--- config.mk ---
export PLATFORM = sky130hd
export DESIGN_NAME = dataflow_invariant_arbiter_flat
export DESIGN_NICKNAME = d
export VERILOG_FILES = /design/src/rtl/dataflow_pkg.sv /design/src/rtl/dataflow_invariant_arbiter_if.sv /design/src/rtl/dataflow_rr_arbiter.sv /design/src/rtl/dataflow_invariant_arbiter.sv /design/src/flat_wrapper.sv
export SDC_FILE = /design/constraint.sdc
export NUM_CORES = 1
export LEC_CHECK = 0
export CELL_PAD_IN_SITES_DETAIL_PLACEMENT = 1
export CELL_PAD_IN_SITES_GLOBAL_PLACEMENT = 2
export CORE_MARGIN = 2
export CORE_UTILIZATION = 28
export DETAILED_ROUTE_END_ITERATION = 16
export PLACE_DENSITY = 0.79
export SLEW_MARGIN = 20
export SYNTH_ARGS = -nofsm -noshare
export SYNTH_HDL_FRONTEND = slang
export SYNTH_SLANG_ARGS = --single-unit
export TNS_END_PERCENT = 30
--- constraint.sdc ---
create_clock -name clk -period 4.3 [get_ports clk]
set_input_delay 0.86 -clock clk [delete_from_list [all_inputs] [get_ports clk]]
set_output_delay 0.86 -clock clk [all_outputs]
set_load 0.005 [all_outputs]
--- src/rtl/dataflow_pkg.sv ---
// Shared types and constants for the dataflow invariant arbiter slice.
package dataflow_pkg;

  typedef enum logic [1:0] {
    S_LOAD   = 2'b00,
    S_REPEAT = 2'b01
  } inv_arb_state_t;

  localparam int unsigned SERVED_CNT_W = 16;

endpackage

--- src/rtl/dataflow_invariant_arbiter_if.sv ---
// Handshake bundle between the invariant producer, the requesters and the output consumer.
interface dataflow_invariant_arbiter_if
  import dataflow_pkg::*;
#(
  parameter int unsigned WIDTH   = 32,
  parameter int unsigned NUM_REQ = 4,
  parameter int unsigned IDW     = $clog2(NUM_REQ)
);

  logic                    a_valid;
  logic                    a_ready;
  logic [WIDTH-1:0]        a_data;
  logic [NUM_REQ-1:0]      d_valid;
  logic [NUM_REQ-1:0]      d_ready;
  logic                    flush_valid;
  logic                    flush_ready;
  logic                    o_valid;
  logic                    o_ready;
  logic [WIDTH-1:0]        o_data;
  logic [IDW-1:0]          o_id;
  logic [SERVED_CNT_W-1:0] served_count;

  // Environment side: producer, requesters, flush source and output consumer.
  modport master (
    output a_valid, a_data, d_valid, flush_valid, o_ready,
    input  a_ready, d_ready, flush_ready, o_valid, o_data, o_id, served_count
  );

  // Arbiter side.
  modport slave (
    input  a_valid, a_data, d_valid, flush_valid, o_ready,
    output a_ready, d_ready, flush_ready, o_valid, o_data, o_id, served_count
  );

endinterface

--- src/rtl/dataflow_rr_arbiter.sv ---
// Round-robin arbiter: scans upward from the pointer with wrap-around, pointer moves past
// the winner on advance and returns to 0 on clear.
module dataflow_rr_arbiter #(
  parameter int unsigned NUM_REQ = 4,
  localparam int unsigned IDW    = $clog2(NUM_REQ)
) (
  input  logic               clk,
  input  logic               rst,
  input  logic [NUM_REQ-1:0] req,
  input  logic               advance,
  input  logic               clear,
  output logic [NUM_REQ-1:0] grant,
  output logic [IDW-1:0]     grant_id
);

  logic [IDW-1:0] ptr_q, ptr_d;
  logic           found;
  int unsigned    idx;

  always_comb begin
    grant    = '0;
    grant_id = '0;
    found    = 1'b0;
    idx      = 0;
    for (int unsigned k = 0; k < NUM_REQ; k++) begin
      idx = (32'(ptr_q) + k) % NUM_REQ;
      if (!found && req[IDW'(idx)]) begin
        found                = 1'b1;
        grant[IDW'(idx)]     = 1'b1;
        grant_id             = IDW'(idx);
      end
    end
  end

  always_comb begin
    ptr_d = ptr_q;
    if (clear) begin
      ptr_d = '0;
    end else if (advance && found) begin
      ptr_d = (grant_id == IDW'(NUM_REQ - 1)) ? '0 : grant_id + 1'b1;
    end
  end

  always_ff @(posedge clk) begin
    if (rst) begin
      ptr_q <= '0;
    end else begin
      ptr_q <= ptr_d;
    end
  end

endmodule

--- src/rtl/dataflow_invariant_arbiter.sv ---
// Holds one loop-invariant value and hands a tagged copy of it to each requester token,
// round-robin, through a single registered output; flush returns to the load state.
module dataflow_invariant_arbiter
  import dataflow_pkg::*;
#(
  parameter int unsigned WIDTH   = 32,
  parameter int unsigned NUM_REQ = 4
) (
  input logic                   clk,
  input logic                   rst,
  dataflow_invariant_arbiter_if.slave bus
);

  localparam int unsigned IDW = $clog2(NUM_REQ);

  inv_arb_state_t          state_q, state_d;
  logic [WIDTH-1:0]        value_q, value_d;
  logic                    out_valid_q, out_valid_d;
  logic [WIDTH-1:0]        out_data_q, out_data_d;
  logic [IDW-1:0]          out_id_q, out_id_d;
  logic [SERVED_CNT_W-1:0] cnt_q, cnt_d;

  logic [NUM_REQ-1:0] grant;
  logic [IDW-1:0]     grant_id;
  logic               can_issue;
  logic               issue;
  logic               arb_clear;
  logic               a_ready;
  logic               flush_ready;

  dataflow_rr_arbiter #(
    .NUM_REQ (NUM_REQ)
  ) u_rr (
    .clk      (clk),
    .rst      (rst),
    .req      (bus.d_valid),
    .advance  (issue),
    .clear    (arb_clear),
    .grant    (grant),
    .grant_id (grant_id)
  );

  always_comb begin
    state_d     = state_q;
    value_d     = value_q;
    cnt_d       = cnt_q;
    arb_clear   = 1'b0;
    issue       = 1'b0;
    a_ready     = 1'b0;
    flush_ready = 1'b0;
    can_issue   = !out_valid_q || bus.o_ready;

    case (state_q)
      S_LOAD: begin
        a_ready = 1'b1;
        if (bus.a_valid) begin
          value_d   = bus.a_data;
          cnt_d     = '0;
          arb_clear = 1'b1;
          state_d   = S_REPEAT;
        end
      end
      S_REPEAT: begin
        flush_ready = !out_valid_q;
        // A pending flush blocks new grants so the output register can drain.
        issue = can_issue && !bus.flush_valid && (|bus.d_valid);
        if (issue && (cnt_q != {SERVED_CNT_W{1'b1}})) begin
          cnt_d = cnt_q + 1'b1;
        end
        if (bus.flush_valid && flush_ready) begin
          state_d = S_LOAD;
        end
      end
      default: state_d = S_LOAD;
    endcase
  end

  always_comb begin
    out_valid_d = out_valid_q;
    out_data_d  = out_data_q;
    out_id_d    = out_id_q;
    if (issue) begin
      out_valid_d = 1'b1;
      out_data_d  = value_q;
      out_id_d    = grant_id;
    end else if (out_valid_q && bus.o_ready) begin
      out_valid_d = 1'b0;
    end
  end

  always_ff @(posedge clk) begin
    if (rst) begin
      state_q     <= S_LOAD;
      value_q     <= '0;
      out_valid_q <= 1'b0;
      out_data_q  <= '0;
      out_id_q    <= '0;
      cnt_q       <= '0;
    end else begin
      state_q     <= state_d;
      value_q     <= value_d;
      out_valid_q <= out_valid_d;
      out_data_q  <= out_data_d;
      out_id_q    <= out_id_d;
      cnt_q       <= cnt_d;
    end
  end

  assign bus.a_ready      = a_ready;
  assign bus.flush_ready  = flush_ready;
  assign bus.d_ready      = issue ? grant : '0;
  assign bus.o_valid      = out_valid_q;
  assign bus.o_data       = out_data_q;
  assign bus.o_id         = out_id_q;
  assign bus.served_count = cnt_q;

endmodule
--- src/flat_wrapper.sv ---
// flat-port wrapper written by rule: the top's interface ports become plain ports
module dataflow_invariant_arbiter_flat import dataflow_pkg::*;
#(
  parameter int unsigned WIDTH   = 32,
  parameter int unsigned NUM_REQ = 4
)
  (clk, rst, bus_a_valid, bus_a_data, bus_d_valid, bus_flush_valid, bus_o_ready, bus_a_ready, bus_d_ready, bus_flush_ready, bus_o_valid, bus_o_data, bus_o_id, bus_served_count);
  dataflow_invariant_arbiter_if #(.WIDTH(WIDTH), .NUM_REQ(NUM_REQ)) bus_i ();
  input logic clk;
  input logic rst;
  input wire logic [$bits(bus_i.a_valid)-1:0] bus_a_valid;
  input wire logic [$bits(bus_i.a_data)-1:0] bus_a_data;
  input wire logic [$bits(bus_i.d_valid)-1:0] bus_d_valid;
  input wire logic [$bits(bus_i.flush_valid)-1:0] bus_flush_valid;
  input wire logic [$bits(bus_i.o_ready)-1:0] bus_o_ready;
  output wire logic [$bits(bus_i.a_ready)-1:0] bus_a_ready;
  output wire logic [$bits(bus_i.d_ready)-1:0] bus_d_ready;
  output wire logic [$bits(bus_i.flush_ready)-1:0] bus_flush_ready;
  output wire logic [$bits(bus_i.o_valid)-1:0] bus_o_valid;
  output wire logic [$bits(bus_i.o_data)-1:0] bus_o_data;
  output wire logic [$bits(bus_i.o_id)-1:0] bus_o_id;
  output wire logic [$bits(bus_i.served_count)-1:0] bus_served_count;
  assign bus_i.a_valid = bus_a_valid;
  assign bus_i.a_data = bus_a_data;
  assign bus_i.d_valid = bus_d_valid;
  assign bus_i.flush_valid = bus_flush_valid;
  assign bus_i.o_ready = bus_o_ready;
  assign bus_a_ready = bus_i.a_ready;
  assign bus_d_ready = bus_i.d_ready;
  assign bus_flush_ready = bus_i.flush_ready;
  assign bus_o_valid = bus_i.o_valid;
  assign bus_o_data = bus_i.o_data;
  assign bus_o_id = bus_i.o_id;
  assign bus_served_count = bus_i.served_count;
  dataflow_invariant_arbiter #(.WIDTH(WIDTH), .NUM_REQ(NUM_REQ)) u_core (.clk(clk), .rst(rst), .bus(bus_i));
endmodule
Word level (Yosys, flattened, before mapping)
Cells that the tools add are included.

Input bits: 41. Flip-flop bits (word level): 87. Word-level logic and storage cells: 99. Output and inout bits: 57.

Muxes and demuxes: 43. Order comparisons: 8. Reduce and logical (&&, ||, !) cells: 27. Bitwise gates (word level): 3. Equality and inequality tests: 6. $add $sub $neg: 5.

Operators by type and width (number): 16-bit 2-to-1 mux (2); 16-bit case mux with 2 select lines (1); 4-bit 2-to-1 mux (5); 1-bit 2-to-1 mux (19); 16-bit by 1-bit adder with 16-bit output, second input constant (1); 16-bit != test, second input constant (1); 2-bit 2-to-1 mux (7); 1-bit logical AND (13); 2-bit by 3-bit less-than comparator with 1-bit output, second input constant (4); 4-bit OR (3); 1-bit binary-select mux with 2-bit select (4); 1-bit demux with 2-bit select (4); 2-bit by 1-bit greater-or-equal comparator with 1-bit output, second input constant (4); 1-bit zero test (5); 2-bit by 1-bit adder with 2-bit output, second input constant (2); 2-bit adder, second input constant (2); 2-bit by 1-bit != test with 1-bit output, second input constant (2); 2-bit case mux with 2 select lines (1); 2-bit AND reduction (2); 2-bit nonzero test (2); 4-bit OR reduction (1); 3-bit AND reduction (1); 2-bit by 1-bit == test with 1-bit output, second input constant (1); 2-bit == test, second input constant (1); 4 further kinds (4).

Longest topological paths before layout
Gate-level depths: netlist of the first run.

Depth in word-level cells: 14. Gate-level depth with buffers: 9. Gate-level depth less buffers: 7.

Hierarchy
From an unflattened synthesis of the first run, not the netlist that was laid out.

Cells, all modules: 478. Area, all modules: 3863.7 µm².

Modules (own cells, without submodules): dataflow_invariant_arbiter (area an instance 3310.7 µm², seq. area each 1681.6 µm², instances 1, cells an instance 415); dataflow_rr_arbiter (area an instance 553.0 µm², seq. area each 40.0 µm², instances 1, cells an instance 63).

Least setup slack after synthesis of the first run
No wires, ideal clock.

Path type: flip-flop to output port. Start: reg with a tool-made name. End: out bus_d_ready[0]. Setup slack: 980 ps. Buffers on the path: 2. Arrival time: 2460 ps. Required time: 3440 ps. Cell stages (with the launch flop): 10. Path through: dfxtp_1 -> buf_6 -> clkinv_1 -> ha_1 -> buf_6 -> mux4_2 -> nor2b_4 -> a22oi_1 -> or2_2 -> a21oi_1.

RTL lines: end, declared (RTL line flat_wrapper.sv:17) `output wire logic [$bits(bus_i.d_ready)-1:0] bus_d_ready;`.

Worst setup path after layout of the first run
Start: in bus_d_valid[0]. End: out bus_d_ready[0].

Word-level cells in the longest chain between the ends: 13. Elaborated cells between the ends (all ways): 28. Those cells by class: mux (17); bitwise (3); reduce/logical (8).

Ends and longest elaborated chain: start, declared (RTL line flat_wrapper.sv:13) `input wire logic [$bits(bus_i.d_valid)-1:0] bus_d_valid;`; 1-bit binary-select mux with 2-bit select (RTL line dataflow_rr_arbiter.sv:27) `if (!found && req[IDW'(idx)]) begin`; 1-bit 2-to-1 mux (not written as such) (RTL line dataflow_rr_arbiter.sv:27); 1-bit 2-to-1 mux (RTL line dataflow_rr_arbiter.sv:27); 1-bit zero test (RTL line dataflow_rr_arbiter.sv:27); 1-bit logical AND (RTL line dataflow_rr_arbiter.sv:27); 1-bit 2-to-1 mux (RTL line dataflow_rr_arbiter.sv:27); 1-bit zero test (RTL line dataflow_rr_arbiter.sv:27); 1-bit logical AND (RTL line dataflow_rr_arbiter.sv:27); 1-bit 2-to-1 mux (RTL line dataflow_rr_arbiter.sv:27); 1-bit zero test (RTL line dataflow_rr_arbiter.sv:27); 1-bit logical AND (RTL line dataflow_rr_arbiter.sv:27); 4-bit 2-to-1 mux (RTL line dataflow_rr_arbiter.sv:27); 4-bit 2-to-1 mux * (RTL line dataflow_invariant_arbiter.sv:111) `assign bus.d_ready = issue ? grant : '0;`.

Every way passes the cells marked *; elsewhere a longest branch is shown, timed or not. The select of a mux whose other input is x is not followed.

==> results of run 1 <==
==> through the flow <==
| step | util [%] | setup slack (ps) |
|---|---|---|
| floorplan | - | 980 |
| global placement | 36.9 | 216 |
| detailed placement | 36.9 | 123 |
| CTS | 39.1 | 20.1 |
| global route | 39.1 | 3.33 |
| finish | 39.1 | 123 |
==> critical path: cells and delay by family <==
family                 cells  cell delay (ps)
AOI/OAI and AO/OA          2              230
buffers and inverters      2             1080
and+or+nand+nor            2              490
muxes                      1              650
==> timing repair <==
item	in CTS	in global routing
gates resized for setup	1	1
buffers inserted	0	0
setup endpoints to repair	3	4
==> cell families (layout without fill, tap and decap cells) <==
group                      count (synthesis)  in the layout
adders and majority gates                  8              8
buffers and inverters                     42            132
xor gates and xnor gates                  15             15
DFF                                       86             86
muxes                                      5              5
AOI/OAI and AO/OA                        100            100
and+or+nand+nor                          211            211
==> state kept, by name (all words and copies together) (netlist names), named ones only <==
register	cells
u_core.state_q	1
u_core.bus.o_id	2
u_core.bus.served_count	16
u_core.value_q	32
u_core.bus.o_valid	1
u_core.bus.o_data	32
u_core.u_rr.ptr_q	1
==> worst max path at each step <==
stage,startpoint,to,slack (ps),depth (start not counted)
2_1_floorplan,register,bus_d_ready[0],980,9
3_3_place_gp,bus_d_valid[0],bus_d_ready[1],220,7
3_5_place_dp,bus_d_valid[0],bus_d_ready[0],120,7
4_1_cts,u_core.u_rr.ptr_q[1],bus_d_ready[0],20,8
5_1_grt,bus_d_valid[0],bus_d_ready[0],3,7
6_report,bus_d_valid[0],bus_d_ready[0],120,7
==> power groups by stage <==
stage	clock network (mW)	logic [mW]	registers [mW]
floorplan	0	0.112	0.853
global placement	0	0.194	0.855
detailed placement	0	0.198	0.856
CTS	0.794	0.200	0.838
global route	0.833	0.216	0.841
finish	0.759	0.195	0.838
==> cells in the final DEF, fill, tap and decap left out, types with 2 or more instances in the layout <==
| cell type | count |
|---|---|
| a2111oi_0 | 3 |
| a211oi_1 | 3 |
| a21oi_1 | 73 |
| a22oi_1 | 8 |
| and3_1 | 2 |
| buf_4 | 11 |
| clkbuf_16 | 9 |
| clkbuf_8 | 3 |
| clkdlybuf4s50_1 | 96 |
| clkinvlp_4 | 2 |
| dfxtp_1 | 85 |
| ha_1 | 7 |
| inv_1 | 7 |
| mux2i_1 | 2 |
| mux4_2 | 3 |
| nand2_1 | 135 |
| nand2b_1 | 3 |
| nand3_1 | 9 |
| nand3b_1 | 3 |
| nand4_1 | 4 |
| nor2_1 | 20 |
| nor3_1 | 9 |
| nor4_1 | 4 |
| o211ai_2 | 2 |
| or2_2 | 4 |
| or3_1 | 2 |
| or4_1 | 2 |
| xnor2_1 | 15 |
==> metal layers <==
metal  wire (µm)  up-vias  GRT usage (%)
met5          13        -              0
met4          92        2           2.83
met3         604       10           5.80
met2        4800       78           23.9
met1        5030     1662           20.0
li1            -     1746              -
==> layout make-up <==
cell class / count / share of cell area [%]
Timing Repair Buffer: 108 / 20.2
Clock buffer: 12 / 5.14
Clock inverter: 4 / 0.555
Tap cell: 176 / 4.25
Inverter: 8 / 0.579
Multi-Input combinational cell: 339 / 36.0
Sequential cell: 86 / 33.2
==> flow_summary.json, run 1 <==
{
  "pwr-share-comb_pct": 10.9,
  "p_int_mw": 1.35,
  "async_flop_share_pct": 0,
  "h-tree-depth": 3,
  "grt_first_pass_wirelength_um": 17500,
  "clkSinkCount": 86,
  "post_drt_wl_per_cell_um": 14.4,
  "startpoint_type": "input port",
  "fin_crit_sh_pct": 97.1,
  "synthSimpleGateAreaFrac_pct": 25.1,
  "ys_ff_latch": 86,
  "yosysSeqAreaShare_pct": 45.5,
  "pwr-share-seq_pct": 46.8,
  "synth_compound_area_share_pct": 15.5,
  "ys_types": 52,
  "firstDrtPassIters": 4,
  "start_util_pct": 28.6,
  "fillers": 1597,
  "syn-instance-count": 467,
  "drive_above_1_share_pct": 8.26,
  "regToRegEndpoint": "u_core.bus.o_id[0]",
  "die_w_um": 120,
  "reg2reg_depth": 7,
  "finalSetupViolations": 0,
  "ys.flop_type": "dfxtp_1",
  "drv_slew": 0,
  "syn_to_final_growth_pct": 37.0,
  "syn_avg_cell_area_um2": 8.10,
  "rows": 42,
  "fin_skew_ps": 10.5,
  "min-delay-start": "u_core.value_q[26]",
  "crit_arrival_ps": 3320,
  "regArea_um2": 1720,
  "synth_enable_flop_cells": 0,
  "p_per_area_nw_per_um2": 346,
  "grt_max_degree": 70,
  "cap_violations": 0,
  "hold_class": "reg2reg",
  "p_sw_share_pct": 24.4,
  "insertion_delay_ps": 340,
  "place_congestion": 0.804,
  "totalPowerFinal_mw": 1.79,
  "dp_hpwl_um": 7020,
  "max_stage_delay_ps": 650,
  "synth_mux_area_share_pct": 2.31,
  "rsz0062_at_grt": "no",
  "finalNetCount": 601,
  "netlist.area_leader.share_pct": 45.5,
  "final.setup.tns_ps": 0,
  "place_area_um2": 4880,
  "vias": 3498,
  "clkTransAtPathRegs_ps": 60,
  "cts_buffers": 9,
  "outcome": "completed",
  "antennaDiodeCount": 0,
  "ios": 98,
  "rr_startpoint": "u_core.u_rr.ptr_q[1]",
  "critical_path_class": "in2out",
  "end_kind": "output port",
  "synth_common_cells": "135 x nand2_1, 86 x dfxtp_1, 73 x a21oi_1",
  "grt.total_usage_pct": 15.2,
  "path_common_cell": "clkdlybuf4s50_1",
  "holdBufCountCts": 0,
  "gr-total-overflow": 0,
  "synthTopCellsByArea": "dfxtp_1 46%, nand2_1 13%, a21oi_1 9.7%",
  "core_um2": 13200,
  "synth-xor-area-share_pct": 3.47,
  "relSlewSlack_pct": 29.2,
  "cp_data_required_time_ps": 3440,
  "vdd_drop_max_mv": 0.185,
  "antenna_left": 0,
  "yosysMostFrequentCell": "nand2_1",
  "path_cells": "clkdlybuf4s50_1 > mux4_2 > nor2b_4 > a22oi_1 > or2_2 > a21oi_1 > clkdlybuf4s50_1",
  "yosys_warnings": 0,
  "dpl.cell_count": 717,
  "cpMaxStageDelayCell": "mux4_2",
  "synth_nets": 516,
  "pwr-share-clk_pct": 42.4,
  "post-route-min-period_ps": 4180,
  "stdcell_count": 733,
  "ff2ff_setup_slack_ps": 1800,
  "p_leak_nw": 1.72,
  "worst_slew_pin_slew_ps": 1040,
  "synth_fa_ha_area_share_pct": 2.65,
  "die-area_um2": 14500,
  "finalInstanceArea_um2": 5180,
  "totalWireLength_um": 10500,
  "viasPerCell": 4.77,
  "grt_antenna_before_repair": 1,
  "hold_end": "u_core.bus.o_data[26]",
  "grt_pass1_vias": 3491,
  "die_h_um": 120,
  "hold_viol": 0,
  "cts_tree": "built",
  "synth_area_leader_cell": "dfxtp_1",
  "root_buffer": "clkbuf_16",
  "drt_iter0_drc": 148,
  "multi_input_area_um2": 1870,
  "hold_depth": 2,
  "netlist_area_um2": 3780,
  "drc_errors": 0,
  "max_freq_mhz": 239,
  "p_switching_mw": 0.437,
  "numPortBuffers": 97,
  "whs_ps": 453,
  "cts.path.max_buffers": 2,
  "synth_top_family_by_area": "simple AND/OR/NAND/NOR gates",
  "crit_fanout": 10
}
Note: power is estimated with default switching activity, not from simulation.
==> run 2, diff against run 1 <==
HOLD_SLACK_MARGIN = 0.08   (was default)
==> results of run 2 <==
Same layout as run 1: the final DEF is identical, and so are final timing and power.
==> run 3, diff against run 2 <==
CTS_CLUSTER_DIAMETER = 200   (was default)
SLEW_MARGIN = default   (was 20)
==> results of run 3 <==
Same layout as run 1: the final DEF is identical, and so are final timing and power.
